$ cat config.mk
export PLATFORM = sky130hd
export DESIGN_NAME = cus19_integer_file
export DESIGN_NICKNAME = d
export VERILOG_FILES = /design/src/rtl/cus19_integer_file.sv
export SDC_FILE = /design/constraint.sdc
export NUM_CORES = 1
export LEC_CHECK = 0
export BUFFER_PORTS_ARGS = -buffer_cell sky130_fd_sc_hd__buf_2
export CORE_UTILIZATION = 24
export DETAILED_ROUTE_END_ITERATION = 10
export PLACE_DENSITY = 0.38
export SLEW_MARGIN = 30
export SYNTH_ARGS = -nofsm -noshare
export SYNTH_HDL_FRONTEND = slang
export SYNTH_SLANG_ARGS = --single-unit
$ cat constraint.sdc
create_clock -name clk_in -period 2.84 [get_ports clk_in]
set_clock_uncertainty 0.1 [all_clocks]
set_input_delay 0.142 -clock clk_in [delete_from_list [all_inputs] [get_ports clk_in]]
set_output_delay 0.142 -clock clk_in [all_outputs]
set_load 0.02 [all_outputs]
$ cat src/rtl/cus19_integer_file.sv
// cus19_integer_file: byte-wide register file with two combinational read ports and one
// pair-write port (low byte to addr, high byte to addr+1), with same-cycle write forwarding.
module cus19_integer_file #(
    parameter int Data_Width     = 8,
    parameter int Reg_Addr_Width = 4
) (
    input  logic                      clk_in,
    input  logic                      rst_in,
    input  logic [Reg_Addr_Width-1:0] rs1_addr_in,
    input  logic [Reg_Addr_Width-1:0] rs2_addr_in,
    input  logic                      wr_en_in,
    input  logic [Reg_Addr_Width-1:0] wr_addr_in,
    input  logic [2*Data_Width-1:0]   wr_data_in,
    output logic [Data_Width-1:0]     rs1_out,
    output logic [Data_Width-1:0]     rs2_out
);
    localparam int Num_Regs = 2 ** Reg_Addr_Width;

    logic [Data_Width-1:0]     r_regs [Num_Regs];
    logic [Reg_Addr_Width-1:0] w_wr_addr_hi;
    logic [Data_Width-1:0]     w_wr_lo;
    logic [Data_Width-1:0]     w_wr_hi;
    logic                      w_fwd;

    // Pair address wraps naturally through the fixed-width add
    assign w_wr_addr_hi = wr_addr_in + Reg_Addr_Width'(1);
    assign w_wr_lo      = wr_data_in[Data_Width-1:0];
    assign w_wr_hi      = wr_data_in[2*Data_Width-1:Data_Width];
    assign w_fwd        = rst_in & wr_en_in;

    always_ff @(posedge clk_in or negedge rst_in) begin
        if (!rst_in) begin
            for (int i = 0; i < Num_Regs; i++) r_regs[i] <= '0;
        end else if (wr_en_in) begin
            r_regs[wr_addr_in]   <= w_wr_lo;
            r_regs[w_wr_addr_hi] <= w_wr_hi;
        end
    end

    assign rs1_out = !rst_in ? '0 :
                     (w_fwd && rs1_addr_in == wr_addr_in)   ? w_wr_lo :
                     (w_fwd && rs1_addr_in == w_wr_addr_hi) ? w_wr_hi : r_regs[rs1_addr_in];
    assign rs2_out = !rst_in ? '0 :
                     (w_fwd && rs2_addr_in == wr_addr_in)   ? w_wr_lo :
                     (w_fwd && rs2_addr_in == w_wr_addr_hi) ? w_wr_hi : r_regs[rs2_addr_in];
endmodule

==> metrics.yaml <==
placed_design:
  portBuffers: 46
  place_ws_ns: 0.170
  place_inst: 1324
  place.gp.congestion: 0.834
  post-dp-hpwl_um: 28000
  dpl_cell_area_um2: 9610
final_layout:
  fin_area_um2: 10200
  area_growth_pct: 17.0
  fin_nets: 920
  drive_above_1_share: 0.271
  layout_common_cells: "dfrtp_1 (128), nand2_1 (108), nor2_1 (79)"
  largest_reg_flops: 128
  reg_top3: "r_regs (128)"
  final_common_cell: "dfrtp_1"
  largest-register: "r_regs"
  instances_no_fill: 1357
  diodes: 0
pwr:
  switching_share: 0.331
  p_clk_frac: 0.334
  power_switching_uw: 2350
  internal-power_uw: 4740
  comb_power_share: 0.282
  power_density_nw_per_um2: 692
  leakagePower_uw: 0.00402
  ir_worst_vdd_mv: 0.302
  power_frac_seq: 0.384
job:
  cap_viol_max_count: 0
drt:
  viasPerCell: 5.72
  top_layer: "met4"
  met2_wirelength_um: 17000
  m1WireLength_um: 18800
  ant_nets: 0
  drc: 9
  routed_wirelength_um: 39000
  detail_route.iter0.violations: 750
  wl_per_cell_um: 28.8
  dr_wl_met3_um: 2540
  vias: 7758
  first_pass_iters: 8
yosys:
  ys_seq_elements: 128
  synth_area_leaders: "dfrtp_1 (37%), mux4_2 (16%), a22oi_1 (5.0%)"
  synth_top_cell_area_share: 0.366
  yosys.area.top_type: "dfrtp_1"
  avgSynthCellArea_um2: 10.3
  seq_area_frac_synth: 0.366
  syn-num-nets: 884
  synth.distinct_cells: 55
  synth_ff_type: "dfrtp_1"
  postSynthCellCount: 847
  synth_edf_count: 0
  synth-warning-count: 0
  async_flop_share: 1.00
  synth_area_um2: 8750
worst_setup_path:
  cpMostUsedCell: "buf_2"
  worst-path-max-fanout: 13
  crit_family: "simple AND/OR/NAND/NOR gates"
  critPathCaptureType: "output pin"
  critical_path.slowest_cell: "ha_1"
  worstPathArrival_ns: 2.46
  critical_path_required_ns: 2.60
  critPathKind: "in2out"
  cp_num_buf_inv: 2
  max_stage_delay_ns: 0.52
  start_kind: "input pin"
  path_cells: "buf_2 -> ha_1 -> xnor2_1 -> xor2_1 -> and3_1 -> or2_1 -> o21ai_1 -> buf_2"
clock_tree:
  worstSkewPairLatency_ns: 0.43
  htreeDepth: 4
  cts-buffers-inserted: 17
  root_buffer: "clkbuf_16"
  cts.sinks: 128
  cts_tree: "yes"
  cts_resized: 0
  clk_pin_slew_ns: 0.06
  clockBufferDepth: 2
sta:
  fin_crit_sh: 0.950
  finalSetupTns_ns: 0
  setup_ws_ns: 0.143
  fmax_ghz: 0.371
  hold_viol: 0
  rsz0062_at_grt: "false"
  slew_violations: 0
  worst_pin_slew_ns: 0.978
  hold_ws_ns: 0.0702
  min_period_ns: 2.70
  setup_viol: 0
  slew_headroom: 0.343
global_route:
  gr-usage-all-layers: 0.218
  antenna_found_initial: 1
  grt_overflow: 0
  grt_max_degree: 57
  grt_pass1_vias: 7722
  grt_pass1_wl_um: 56600
run_status:
  outcome: "complete, but fails checks"
  violations: "DRC"
floorplanning:
  die_w_um: 193
  core_area_um2: 35700
  io_pins: 47
  start_util: 0.245
  dieArea_um2: 37200
  rows: 69
  die_h_um: 193
worst_hold_path:
  hp-class: "in2reg"
## logic make-up (layout without fill, tap and decap cells)
| logic type | count (synthesis) | in the layout | share of synthesized area |
|---|---|---|---|
| compound gates | 284 | 284 | 0.254 |
| simple gates | 253 | 253 | 0.135 |
| flops | 128 | 128 | 0.366 |
| buf+inv | 96 | 145 | 0.0518 |
| mux | 65 | 65 | 0.166 |
| xor+xnor | 15 | 15 | 0.0182 |
| fa+ha+maj | 6 | 6 | 0.00858 |
## synth_stat cells (3+ instances only)
cell      count
o21ai_1      11
buf_1        10
nor2b_1      13
buf_2        21
a21o_1        9
ha_1          6
a221oi_2      8
mux4_2       64
o221a_2      16
a21oi_1       9
buf_4         7
a221oi_1     40
buf_6         5
o21ai_0      63
nand2b_1      8
and3_1        5
inv_1        13
nand2_1     108
xnor2_1       9
nor2_2        5
dfrtp_1     128
a22oi_1      58
o221ai_1      8
and2_1        9
nand4_1       8
nor2_1       80
clkbuf_1     38
o21ai_2       4
a22o_1       47
xor2_1        4
nor3_1        3
## final cells by class
type | count | area [µm²]
Multi-Input combinational cell | 623 | 5100
Inverter | 13 | 48.8
Clock inverter | 12 | 156
Fill cell | 3767 | 25500
Sequential cell | 128 | 3200
Timing Repair Buffer | 100 | 694
Clock buffer | 20 | 457
Tap cell | 461 | 577
## power by group through the flow
stage | sequential, µW | combinational [µW] | clock (µW)
CTS | 2700 | 2000 | 2410
floorplan | 2570 | 1420 | 0
global route | 2780 | 2150 | 2480
global placement | 2730 | 1980 | 0
finish | 2720 | 2000 | 2360
detailed placement | 2730 | 1980 | 0
## metrics by stage
stage	util	power [µW]
6_report	0.286	7080
5_1_grt	0.286	7410
4_1_cts	0.286	7100
3_5_place_dp	0.269	4710
3_3_place_gp	0.269	4700
2_1_floorplan	-	3990
## final timing paths
kind                                              from                     end  slack (ns)  cells after the start
worst max-delay path                     wr_addr_in[0]              rs2_out[1]        0.14                      8
min in group asynchronous                       rst_in  r_regs[75]$_DFFE_PN0P_        0.24                      3
worst min-delay path                     wr_data_in[2]   r_regs[2]$_DFFE_PN0P_        0.07                      3
worst max register to register  r_regs[17]$_DFFE_PN0P_  r_regs[17]$_DFFE_PN0P_        1.93                      1
worst min register to register  r_regs[93]$_DFFE_PN0P_  r_regs[93]$_DFFE_PN0P_        0.41                      2
max in group asynchronous                       rst_in  r_regs[36]$_DFFE_PN0P_        1.37                      4
## repair_timing
item | 4_1_cts | 5_1_grt
hold buffers | 1 | 0
buffers inserted | 0 | 0
hold endpoints to repair | 80 | 0
## layer usage
metal | vias to the layer above | GRT usage
met3 | 46 | 0.0362
li1 | 3338 | -
met4 | 0 | 0.0661
met5 | - | 0
met1 | 4043 | 0.325
met2 | 331 | 0.319
(Power assumes the default switching activity.)
